File: config.mk
export PLATFORM = sky130hd
export DESIGN_NAME = instr_prefetch
export DESIGN_NICKNAME = d
export VERILOG_FILES = /design/src/rtl/proc_pkg.sv /design/src/rtl/pf_fifo.sv /design/src/rtl/instr_prefetch.sv
export SDC_FILE = /design/constraint.sdc
export NUM_CORES = 1
export LEC_CHECK = 0
export BUFFER_PORTS_ARGS = -buffer_cell sky130_fd_sc_hd__buf_2
export CORE_MARGIN = 3
export CORE_UTILIZATION = 50
export CTS_CLUSTER_DIAMETER = 200
export DETAILED_ROUTE_END_ITERATION = 8
export GPL_ROUTABILITY_DRIVEN = 0
export PLACE_DENSITY = 0.8
export SYNTH_ARGS = -nofsm -noshare
export SYNTH_HDL_FRONTEND = slang
export SYNTH_SLANG_ARGS = --single-unit
File: constraint.sdc
create_clock -name clk -period 7.93 [get_ports clk]
set_input_delay 0.3965 -clock clk [delete_from_list [all_inputs] [get_ports clk]]
set_output_delay 0.3965 -clock clk [all_outputs]
set_load 0.005 [all_outputs]
File: src/rtl/proc_pkg.sv
// Shared core constants for the fetch front end.
// Also holds the counter-width helper used by the prefetch buffer and its credit logic.
package proc_pkg;

    localparam int INSTR_W = 32;
    localparam int ADDR_W  = 32;
    localparam int PC_STEP = 4;
    localparam logic [ADDR_W-1:0] RESET_PC_DEFAULT = '0;

    // Occupancy counters must hold the value DEPTH itself, hence the extra bit.
    function automatic int cnt_w(input int depth);
        return $clog2(depth) + 1;
    endfunction

endpackage

File: src/rtl/pf_fifo.sv
// Prefetch buffer: DEPTH-entry synchronous FIFO with registered head (no bypass).
// clear empties the buffer in one cycle and takes priority over push/pop.
module pf_fifo
    import proc_pkg::*;
#(
    parameter int DEPTH = 4,
    parameter int W     = 64,
    localparam int CW   = cnt_w(DEPTH),
    localparam int PW   = $clog2(DEPTH)
) (
    input  logic          clk,
    input  logic          reset,
    input  logic          push,
    input  logic [W-1:0]  push_data,
    input  logic          pop,
    input  logic          clear,
    output logic [W-1:0]  head_data,
    output logic [CW-1:0] count
);

    logic [PW-1:0] wr_ptr_q, wr_ptr_d;
    logic [PW-1:0] rd_ptr_q, rd_ptr_d;
    logic [CW-1:0] count_q, count_d;
    logic [W-1:0]  mem_q [DEPTH];

    always_comb begin
        wr_ptr_d = wr_ptr_q;
        rd_ptr_d = rd_ptr_q;
        count_d  = count_q;
        if (clear) begin
            wr_ptr_d = '0;
            rd_ptr_d = '0;
            count_d  = '0;
        end else begin
            if (push) wr_ptr_d = wr_ptr_q + PW'(1);
            if (pop)  rd_ptr_d = rd_ptr_q + PW'(1);
            if (push && !pop)      count_d = count_q + CW'(1);
            else if (!push && pop) count_d = count_q - CW'(1);
        end
    end

    always_ff @(posedge clk or posedge reset) begin
        if (reset) begin
            wr_ptr_q <= '0;
            rd_ptr_q <= '0;
            count_q  <= '0;
        end else begin
            wr_ptr_q <= wr_ptr_d;
            rd_ptr_q <= rd_ptr_d;
            count_q  <= count_d;
        end
    end

    // Storage carries no reset; only occupancy decides what is visible.
    always_ff @(posedge clk) begin
        if (push && !clear) mem_q[wr_ptr_q] <= push_data;
    end

    assign head_data = mem_q[rd_ptr_q];
    assign count     = count_q;

    // The credit scheme upstream must keep these from ever firing.
    a_no_overflow: assert property (@(posedge clk) disable iff (reset)
        !(push && !pop && !clear && count_q == CW'(DEPTH)));
    a_no_underflow: assert property (@(posedge clk) disable iff (reset)
        !(pop && !clear && count_q == '0));

endmodule

File: src/rtl/instr_prefetch.sv
// Instruction fetch front end: sequential PC generation, in-order memory requests,
// prefetch buffering and redirect flush with discard of stale in-flight responses.
module instr_prefetch
    import proc_pkg::*;
#(
    parameter int DEPTH = 4,
    parameter int AW    = ADDR_W,
    parameter int DW    = INSTR_W,
    parameter logic [AW-1:0] RESET_PC = AW'(RESET_PC_DEFAULT)
) (
    input  logic          clk,
    input  logic          reset,
    output logic          imem_req_valid,
    input  logic          imem_req_ready,
    output logic [AW-1:0] imem_addr,
    input  logic          imem_rsp_valid,
    input  logic [DW-1:0] imem_rsp_data,
    input  logic          redirect,
    input  logic [AW-1:0] redirect_pc,
    output logic          instr_valid,
    input  logic          instr_ready,
    output logic [DW-1:0] instr,
    output logic [AW-1:0] instr_pc,
    output logic          rsp_err
);

    // Handshakes: a transfer happens on a rising edge where valid and ready are both
    // high; valid never depends on ready. Responses carry no ready and are always taken.

    localparam int CW = cnt_w(DEPTH);
    localparam logic [AW-1:0] STEP = AW'(PC_STEP);

    logic [AW-1:0] fetch_pc_q, fetch_pc_d;
    logic [AW-1:0] rsp_pc_q, rsp_pc_d;
    logic [CW-1:0] outstanding_q, outstanding_d;
    logic [CW-1:0] drop_cnt_q, drop_cnt_d;
    logic          rsp_err_q, rsp_err_d;

    logic [CW-1:0]    fifo_count;
    logic [AW+DW-1:0] fifo_head;
    logic             issue_ok, req_fire;
    logic             rsp_ok, rsp_spurious, push, pop;

    // Buffered plus in-flight words never exceed DEPTH, so a push always finds room.
    assign issue_ok       = ({1'b0, fifo_count} + {1'b0, outstanding_q}) < (CW+1)'(DEPTH);
    assign imem_req_valid = issue_ok & ~redirect & ~reset;
    assign imem_addr      = fetch_pc_q;
    assign req_fire       = imem_req_valid & imem_req_ready;

    assign rsp_ok       = imem_rsp_valid & (outstanding_q != '0);
    assign rsp_spurious = imem_rsp_valid & (outstanding_q == '0);
    assign push         = rsp_ok & (drop_cnt_q == '0) & ~redirect;

    assign instr_valid = (fifo_count != '0) & ~redirect;
    assign pop         = instr_valid & instr_ready;

    always_comb begin
        fetch_pc_d    = fetch_pc_q;
        rsp_pc_d      = rsp_pc_q;
        outstanding_d = outstanding_q;
        drop_cnt_d    = drop_cnt_q;
        rsp_err_d     = rsp_err_q | rsp_spurious;

        if (req_fire && !rsp_ok)      outstanding_d = outstanding_q + CW'(1);
        else if (!req_fire && rsp_ok) outstanding_d = outstanding_q - CW'(1);

        if (redirect) begin
            fetch_pc_d = redirect_pc;
            rsp_pc_d   = redirect_pc;
            // Every request still in flight now belongs to the old path; the words
            // already marked for discard are part of that same outstanding total.
            drop_cnt_d = outstanding_q - CW'(rsp_ok);
        end else begin
            if (req_fire) fetch_pc_d = fetch_pc_q + STEP;
            if (rsp_ok) begin
                if (drop_cnt_q != '0) drop_cnt_d = drop_cnt_q - CW'(1);
                else                  rsp_pc_d   = rsp_pc_q + STEP;
            end
        end
    end

    always_ff @(posedge clk or posedge reset) begin
        if (reset) begin
            fetch_pc_q    <= RESET_PC;
            rsp_pc_q      <= RESET_PC;
            outstanding_q <= '0;
            drop_cnt_q    <= '0;
            rsp_err_q     <= 1'b0;
        end else begin
            fetch_pc_q    <= fetch_pc_d;
            rsp_pc_q      <= rsp_pc_d;
            outstanding_q <= outstanding_d;
            drop_cnt_q    <= drop_cnt_d;
            rsp_err_q     <= rsp_err_d;
        end
    end

    pf_fifo #(
        .DEPTH (DEPTH),
        .W     (AW + DW)
    ) u_fifo (
        .clk       (clk),
        .reset     (reset),
        .push      (push),
        .push_data ({rsp_pc_q, imem_rsp_data}),
        .pop       (pop),
        .clear     (redirect),
        .head_data (fifo_head),
        .count     (fifo_count)
    );

    assign instr    = fifo_head[DW-1:0];
    assign instr_pc = fifo_head[AW+DW-1:DW];
    assign rsp_err  = rsp_err_q;

endmodule

==> impl_metrics.json, run 1 <==
{
  "maxSlewHeadroom": 0.3651,
  "layout-drive-gt1-share": 0.3194,
  "skew_ps": 17.90,
  "fin_setup_tns_ps": 0,
  "hold_class": "in -> reg",
  "num_rows": 59,
  "synth_top_flop_cell": "edfxtp_1",
  "reg2reg_depth": 8,
  "synthXorXnorAreaFrac": 0.03133,
  "synth-edff-count": 256,
  "antenna_found_initial": 0,
  "reg2reg_slack_ps": 4410,
  "critPathMaxFanout": 21,
  "synth_area_sq_um": 13700,
  "worstSkewPairLatency_ps": 510,
  "total_power_mw": 4.511,
  "crit_required_ps": 8320,
  "synth.avg_cell_area_sq_um": 17.00,
  "path_class": "reg -> reg",
  "syn_to_final_growth_pct": 16.48,
  "synth_warnings": 0,
  "ctsHtreeMaxLevel": 2,
  "ir_drop_v": 0.0001379,
  "hpwlAfterDp_um": 17720,
  "max_freq_ghz": 0.2837,
  "finalSetupViolations": 0,
  "grt_use_total": 0.1917,
  "leakagePower_nw": 5.704,
  "io_pins": 169,
  "cap_violations": 0,
  "die_h_um": 171.5,
  "drt_iter0_drc": 649,
  "layout_min_cycle_time_ps": 3525,
  "synthDistinctLibCells": 47,
  "die_x_um": 171.5,
  "multi_input_area_sq_um": 3827,
  "core_region_area_sq_um": 26500,
  "reg2reg_from": "outstanding_q[1]",
  "rsz0062_at_grt": "false",
  "nNetsFinal": 1073,
  "drc": 0,
  "vias": 7796,
  "fin_crit_sh": 0.4445,
  "hold_violations": 0,
  "worst_hold_slack_ps": 106.0,
  "grt_max_degree": 66,
  "cts_tree": "built",
  "worst_pin_slew_ps": 952.3,
  "synth_largest_area_cell": "edfxtp_1",
  "vias_per_cell": 5.805,
  "regArea_sq_um": 9644,
  "status": "finished clean",
  "crit_end": "outstanding_q[1]",
  "cts_inserted_buffers": 35,
  "critPathLaunch": "outstanding_q[1]",
  "root_buffer": "clkbuf_16",
  "ant_nets": 0,
  "cts.sinks": 334,
  "firstDrtPassIters": 7,
  "drt-total-wl_um": 28070,
  "syn-num-nets": 891,
  "synth_fa_ha_area_frac": 0.01480,
  "cts_resized": 0,
  "clk_path_buf_depth": 3,
  "synthSimpleGateAreaFrac": 0.07883,
  "n_antenna_cell": 0,
  "grt_pass1_wl_um": 43420,
  "finalMaxSlewViolations": 0,
  "ys_seq_elements": 334,
  "worstPathArrival_ps": 3910,
  "synth.area.top_cells": "edfxtp_1 (56%), dfrtp_1 (14%), mux4_2 (11%)",
  "syn_inst": 806,
  "portBuffers": 168,
  "synth_compound_area_frac": 0.03845,
  "grt_pass1_vias": 7747,
  "synth_top_family_by_area": "multiplexers",
  "ys_seq_area_frac": 0.7037,
  "wl_per_cell_um": 20.90,
  "start_kind": "flip-flop",
  "synth_common_cells": "edfxtp_1 (256), dfrtp_1 (78), mux4_2 (64)",
  "synthArstFlopShare": 0.2335,
  "postCtsSetupBuffers": 0,
  "crit_path_end_kind": "flip-flop",
  "hold_buffers": 1,
  "yosysTopAreaCellShare": 0.5612,
  "overflow": 0,
  "dieArea_sq_um": 29420,
  "synth_mux_area_frac": 0.1156,
  "r2r-end": "outstanding_q[1]",
  "p_per_area_nw_per_um2": 282.7,
  "fill_cells": 1921,
  "initial_core_util": 0.5169,
  "clk_pin_slew_ps": 60,
  "synth.most_common_cell": "edfxtp_1"
}
critical path: stages, from the launching register on:
cell and delay [ps]:
dfrtp_1 470, ha_1 320, nand3_1 90, nand4_1 600, clkinv_1 710, ha_1 470
inv_1 80, fa_1 410, mux2_2 270
worst min path at each step:
stage / start / end / slack, ps / depth (start not counted)
2_1_floorplan: rsp_err / rsp_err / 450 / 1
3_3_place_gp: reset / imem_addr[5] / 370 / 2
3_5_place_dp: reset / rsp_err / 370 / 2
4_1_cts: imem_rsp_data[29] / u_fifo.mem_q[2][29] / 90 / 1
5_1_grt: imem_rsp_data[26] / u_fifo.mem_q[3][26] / 90 / 1
6_report: imem_rsp_data[26] / u_fifo.mem_q[3][26] / 110 / 1
cells in the final DEF (no fill, tap or decap), types with 7 or more instances in the layout:
cell type	n
clkbuf_16	35
xor2_1	32
clkbuf_1	9
mux2_2	10
a21boi_0	9
buf_4	9
xnor2_1	17
o21ai_0	32
and3_1	7
a21oi_1	8
nand2_1	53
o211ai_1	8
nand3_1	28
dfrtp_1	76
edfxtp_1	256
nor3_1	15
ha_1	13
buf_2	168
inv_1	22
nand4_1	27
nor2_1	25
mux4_2	64
metal layers:
layer | share of wire | global-route usage
met3 | 0.081 | 0.03838
met1 | 0.42 | 0.2748
met5 | 0 | 0
met4 | 0.019 | 0.05318
met2 | 0.48 | 0.3046
power breakdown:
part / internal [mW] / switching [mW] / total, mW / leakage (nW)
clock network: 0.896 / 0.633 / 1.53 / 0.514
logic: 0.434 / 0.392 / 0.826 / 1.95
registers: 2.00 / 0.157 / 2.16 / 3.24
flip-flops by register name, summed over array words and instances, names as in the netlist:
| signal | cells |
|---|---|
| drop_cnt_q | 3 |
| imem_addr | 32 |
| outstanding_q | 3 |
| rsp_err | 1 |
| rsp_pc_q | 32 |
| u_fifo.count | 3 |
| u_fifo.mem_q | 256 |
| u_fifo.rd_ptr_q | 2 |
| u_fifo.wr_ptr_q | 2 |
layout make-up:
| type | instances | share of cell area |
|---|---|---|
| tap | 335 | 0.02627 |
| inverter | 25 | 0.005881 |
| clock inverter | 11 | 0.007215 |
| multi-input combinational | 414 | 0.2399 |
| clock buffer | 46 | 0.05874 |
| timing repair buffer | 178 | 0.05756 |
| sequential | 334 | 0.6045 |
kinds of logic after synthesis:
| kind of cell | Yosys count |
|---|---|
| simple gates | 192 |
| flops | 334 |
| xor+xnor | 49 |
| mux | 77 |
| compound gates | 81 |
| fa+ha+maj | 15 |
| buf+inv | 58 |
per-stage QoR:
stage	util	cells	instance area, sq um	setup slack [ps]
6_report	0.6020	1343	15960	4405
5_1_grt	0.6020	1343	15960	4239
4_1_cts	0.6020	1343	15960	4436
3_5_place_dp	0.5620	1285	14890	4173
3_3_place_gp	0.5620	1285	14890	4273
2_1_floorplan	-	806	13700	4658
Power figures use the tool's default switching activity.
==> inputs of run 2 (changes only) <==
Clock period 7.93 ns to 3.45 ns, I/O delays scaled along.
==> impl_metrics.json, run 2 (synthesis gave the netlist of run 1 again) <==
{
  "finalSetupViolations": 0,
  "initial_core_util": 0.5169,
  "clk_pin_slew_ps": 60,
  "seqPwrFrac": 0.470,
  "ctsHtreeMaxLevel": 2,
  "fin_crit_sh": 0.8315,
  "p_sw_mw": 2.784,
  "pwr-share-clk": 0.336,
  "overflow": 0,
  "fin_setup_tns_ps": 0,
  "leakagePower_nw": 6.028,
  "reg2reg_slack_ps": 580,
  "ant_nets": 0,
  "critPathMaxFanout": 8,
  "n_antenna_cell": 0,
  "critPathLaunch": "outstanding_q[0]",
  "grt_pass1_vias": 8303,
  "internal_power_mw": 7.756,
  "drt_iter0_drc": 791,
  "rsz0062_at_grt": "false",
  "reg2reg_from": "outstanding_q[0]",
  "path_class": "reg -> reg",
  "status": "finished clean",
  "hpwlAfterDp_um": 18480,
  "num_rows": 59,
  "die_x_um": 171.5,
  "clk_path_buf_depth": 3,
  "core_region_area_sq_um": 26500,
  "cts.sinks": 334,
  "vias_per_cell": 5.787,
  "layout-drive-gt1-share": 0.3046,
  "root_buffer": "clkbuf_16",
  "hold_class": "in -> reg",
  "nNetsFinal": 1140,
  "cap_violations": 0,
  "grt_max_degree": 50,
  "dpl_cell_area_sq_um": 15030,
  "crit_path_end_kind": "flip-flop",
  "worst_pin_slew_ps": 756.8,
  "drt-total-wl_um": 29410,
  "r2r-end": "u_fifo.count[2]",
  "start_kind": "flip-flop",
  "regMostFlops": "u_fifo.mem_q",
  "worstPathArrival_ps": 3310,
  "syn_to_final_growth_pct": 22.15,
  "grt_use_total": 0.2009,
  "hold_violations": 0,
  "vias": 8188,
  "crit_required_ps": 3890,
  "mostFrequentLayoutCell": "edfxtp_1",
  "portBuffers": 168,
  "cts_tree": "built",
  "crit_end": "u_fifo.count[2]",
  "layout_min_cycle_time_ps": 2869,
  "wl_per_cell_um": 20.79,
  "worstSkewPairLatency_ps": 520,
  "p_sw_frac": 0.2641,
  "finalMaxSlewViolations": 0,
  "dieArea_sq_um": 29420,
  "stdcell_area_sq_um": 16730,
  "antenna_found_initial": 0,
  "final_cell_mix": "edfxtp_1 (256), buf_2 (168), dfrtp_1 (76), mux4_2 (64), dlygate4sd3_1 (61)",
  "largest_reg_flops": 256,
  "grt_pass1_wl_um": 45740,
  "cts_inserted_buffers": 35,
  "drc": 0,
  "postCtsSetupBuffers": 0,
  "p_per_area_nw_per_um2": 629.9,
  "maxSlewHeadroom": 0.4947,
  "io_pins": 169,
  "power_frac_comb": 0.194,
  "max_freq_ghz": 0.3486,
  "ir_drop_v": 0.0003634,
  "reg2reg_depth": 8,
  "firstDrtPassIters": 5,
  "die_h_um": 171.5,
  "skew_ps": 24.97
}
[run 2: how the worst min path moves through the flow]
stage / start / end / cells after the start
6_report: redirect_pc[2] / rsp_pc_q[2] / 3
3_3_place_gp: reset / imem_addr[4] / 2
5_1_grt: redirect_pc[2] / rsp_pc_q[2] / 3
3_5_place_dp: reset / imem_addr[4] / 2
2_1_floorplan: imem_rsp_data[0] / u_fifo.mem_q[0][0] / 0
4_1_cts: redirect_pc[2] / rsp_pc_q[2] / 3
[run 2: repair_timing]
action,4_1_cts,5_1_grt
endpoints found under the setup margin,0,0
hold endpoints to repair,209,0
hold buffers,61,0
gates resized for setup,0,0
[run 2: stage by stage]
| step | hold WS, ps | setup WS, ps | std cells | total power [mW] | util |
|---|---|---|---|---|---|
| after CTS | 2.547 | 604.2 | 1415 | 10.63 | 0.6314 |
| final | 40.15 | 581.2 | 1415 | 10.54 | 0.6314 |
| after global placement | 363.8 | 739.8 | 1292 | 6.970 | 0.5673 |
| after floorplan | 271.4 | 177.6 | 806 | 6.238 | - |
| after global routing | 63.62 | 396.5 | 1415 | 11.03 | 0.6314 |
| after detailed placement | 365.3 | 652.9 | 1292 | 7.019 | 0.5673 |
[run 2: layout make-up]
class	count	area (sq um)
clock buffer	49	980.9
clock inverter	13	107.6
fill	1811	9769
inverter	25	93.84
multi-input combinational	414	3827
sequential	334	9644
tap	335	419.2
timing repair buffer	245	1659
[run 2: power by group through the flow]
| stage | Sequential, mW | Clock, mW | Combinational [mW] |
|---|---|---|---|
| detailed placement | 5.03 | 0 | 1.99 |
| global placement | 5.01 | 0 | 1.96 |
| finish | 4.95 | 3.55 | 2.04 |
| floorplan | 4.86 | 0 | 1.38 |
| CTS | 4.95 | 3.60 | 2.07 |
| global route | 5.00 | 3.78 | 2.25 |
[run 2: metal layers]
metal  part of all wire  GRT usage
met1               0.42     0.2889
met2               0.49     0.3299
met3              0.074    0.03425
met4              0.011    0.04094
met5                  0          0
[run 2: critical path, stage by stage (launching register included)]
cell      delay (ps)
dfrtp_1          480
o31ai_4          560
inv_2            120
nand2b_1         330
nor3_1           120
fa_1             400
or3_1            410
a211oi_1         270
a31o_2           140
==> inputs of run 3 (changes only) <==
Settings changed: PLACE_DENSITY 0.8 to 0.83.
Clock period 3.45 ns to 2.5 ns, I/O delays scaled along.
==> impl_metrics.json, run 3 (synthesis gave the netlist of run 1 again) <==
{
  "status": "finished clean",
  "fin_util": 0.6367,
  "cts.sinks": 334,
  "worstPathArrival_ps": 2720,
  "rsz0062_at_grt": "false",
  "root_buffer": "clkbuf_16",
  "grt_max_degree": 43,
  "postCtsSetupBuffers": 0,
  "hold_class": "in -> reg",
  "ir_drop_v": 0.0005108,
  "grt_use_total": 0.2023,
  "path_class": "reg -> reg",
  "dpl_cell_area_sq_um": 15160,
  "seqPwrFrac": 0.462,
  "antenna_found_initial": 0,
  "fill_cells": 1819,
  "die_h_um": 171.5,
  "portBuffers": 168,
  "fin_setup_tns_ps": 0,
  "power_frac_comb": 0.203,
  "dieArea_sq_um": 29420,
  "worstSkewPairLatency_ps": 500,
  "skew_ps": 13.34,
  "finalMaxSlewViolations": 0,
  "reg2reg_depth": 10,
  "layout_min_cycle_time_ps": 2297,
  "critPathMaxFanout": 5,
  "cap_violations": 0,
  "p_sw_mw": 3.777,
  "clk_pin_slew_ps": 60,
  "syn_to_final_growth_pct": 23.18,
  "final_cell_mix": "edfxtp_1 (256), buf_2 (168), dfrtp_1 (76), mux4_2 (64), dlygate4sd3_1 (62)",
  "start_kind": "flip-flop",
  "cts_tree": "built",
  "hpwlAfterDp_um": 19050,
  "hold_path_depth": 3,
  "p_per_area_nw_per_um2": 866.0,
  "stdcell_area_sq_um": 16870,
  "initial_core_util": 0.5169,
  "reg2reg_slack_ps": 200,
  "pwr-share-clk": 0.335,
  "worst_pin_slew_ps": 665.2,
  "drt-total-wl_um": 29720,
  "n_antenna_cell": 0,
  "whs_endpoint": "imem_addr[19]",
  "reg2reg_from": "outstanding_q[2]",
  "die_x_um": 171.5,
  "hold_violations": 0,
  "internal_power_mw": 10.84,
  "fin_crit_sh": 0.9188,
  "grt_pass1_vias": 8393,
  "vias_per_cell": 5.704,
  "regMostFlops": "u_fifo.mem_q",
  "r2r-end": "outstanding_q[2]",
  "worst_hold_slack_ps": 31.24,
  "wl_per_cell_um": 20.83,
  "io_pins": 169,
  "firstDrtPassIters": 5,
  "vias": 8139,
  "grt_pass1_wl_um": 46070,
  "mostFrequentLayoutCell": "edfxtp_1",
  "clk_path_buf_depth": 3,
  "finalSetupViolations": 0,
  "layout-drive-gt1-share": 0.3123,
  "overflow": 0,
  "cts_inserted_buffers": 35,
  "ctsHtreeMaxLevel": 2,
  "nNetsFinal": 1153,
  "leakagePower_nw": 6.095,
  "drt_iter0_drc": 640,
  "drc": 0,
  "crit_path_end_kind": "flip-flop",
  "largest_reg_flops": 256,
  "crit_required_ps": 2920,
  "maxSlewHeadroom": 0.5529,
  "max_freq_ghz": 0.4354,
  "ant_nets": 0,
  "num_rows": 59,
  "core_region_area_sq_um": 26500,
  "p_sw_frac": 0.2585,
  "hold_start": "redirect_pc[19]"
}
==> run 3: worst max-delay path by stage <==
stage                startpoint                  to  cells after the start
6_report       outstanding_q[2]    outstanding_q[2]                     10
5_1_grt        outstanding_q[2]    outstanding_q[2]                     10
4_1_cts        outstanding_q[1]        imem_addr[4]                      8
3_5_place_dp   outstanding_q[1]        imem_addr[4]                      8
3_3_place_gp   outstanding_q[2]    outstanding_q[2]                     10
2_1_floorplan     drop_cnt_q[0]  u_fifo.mem_q[0][0]                      7
==> run 3: per-layer routing <==
metal / vias up / GRT usage / part of all wire
li1: 3680 / - / -
met1: 4020 / 0.2805 / 0.42
met2: 390 / 0.3323 / 0.48
met3: 49 / 0.04597 / 0.081
met4: 0 / 0.04654 / 0.017
met5: - / 0 / 0
==> run 3: worst max-delay path, stage by stage, from the launching register on <==
cell and delay [ps]:
dfrtp_1 470, ha_1 240, nor3_1 250, nand4_1 150, clkinv_1 90, ha_1 180
inv_1 60, fa_1 370, xor2_1 150, nor2_1 110, xor2_1 150
==> run 3: cell type report <==
| cell class | instances | area (sq um) | share of cell area |
|---|---|---|---|
| multi-input combinational | 414 | 3830 | 0.2270 |
| inverter | 25 | 93.84 | 0.005561 |
| tap | 335 | 419.2 | 0.02484 |
| clock inverter | 13 | 112.6 | 0.006674 |
| timing repair buffer | 258 | 1797 | 0.1065 |
| clock buffer | 48 | 977.2 | 0.05791 |
| sequential | 334 | 9644 | 0.5716 |
==> run 3: through the flow <==
stage	setup slack (ps)	power (mW)	cells
3_5_place_dp	194.0	9.773	1304
5_1_grt	44.75	15.28	1427
4_1_cts	176.3	14.76	1427
3_3_place_gp	305.5	9.681	1304
6_report	203.0	14.61	1427
2_1_floorplan	-69.03	8.605	806
==> run 3: power by group through the flow <==
stage / clock network (mW) / registers (mW) / logic [mW]
after floorplan: 0 / 6.70 / 1.90
after detailed placement: 0 / 6.86 / 2.91
after CTS: 5.00 / 6.75 / 3.01
final: 4.89 / 6.76 / 2.96
after global routing: 5.21 / 6.80 / 3.26
after global placement: 0 / 6.83 / 2.85
==> run 3: repair_timing <==
action,CTS,global route
hold endpoints to repair,219,0
gates resized for setup,0,1
hold buffers,62,0
setup endpoints to repair,0,4
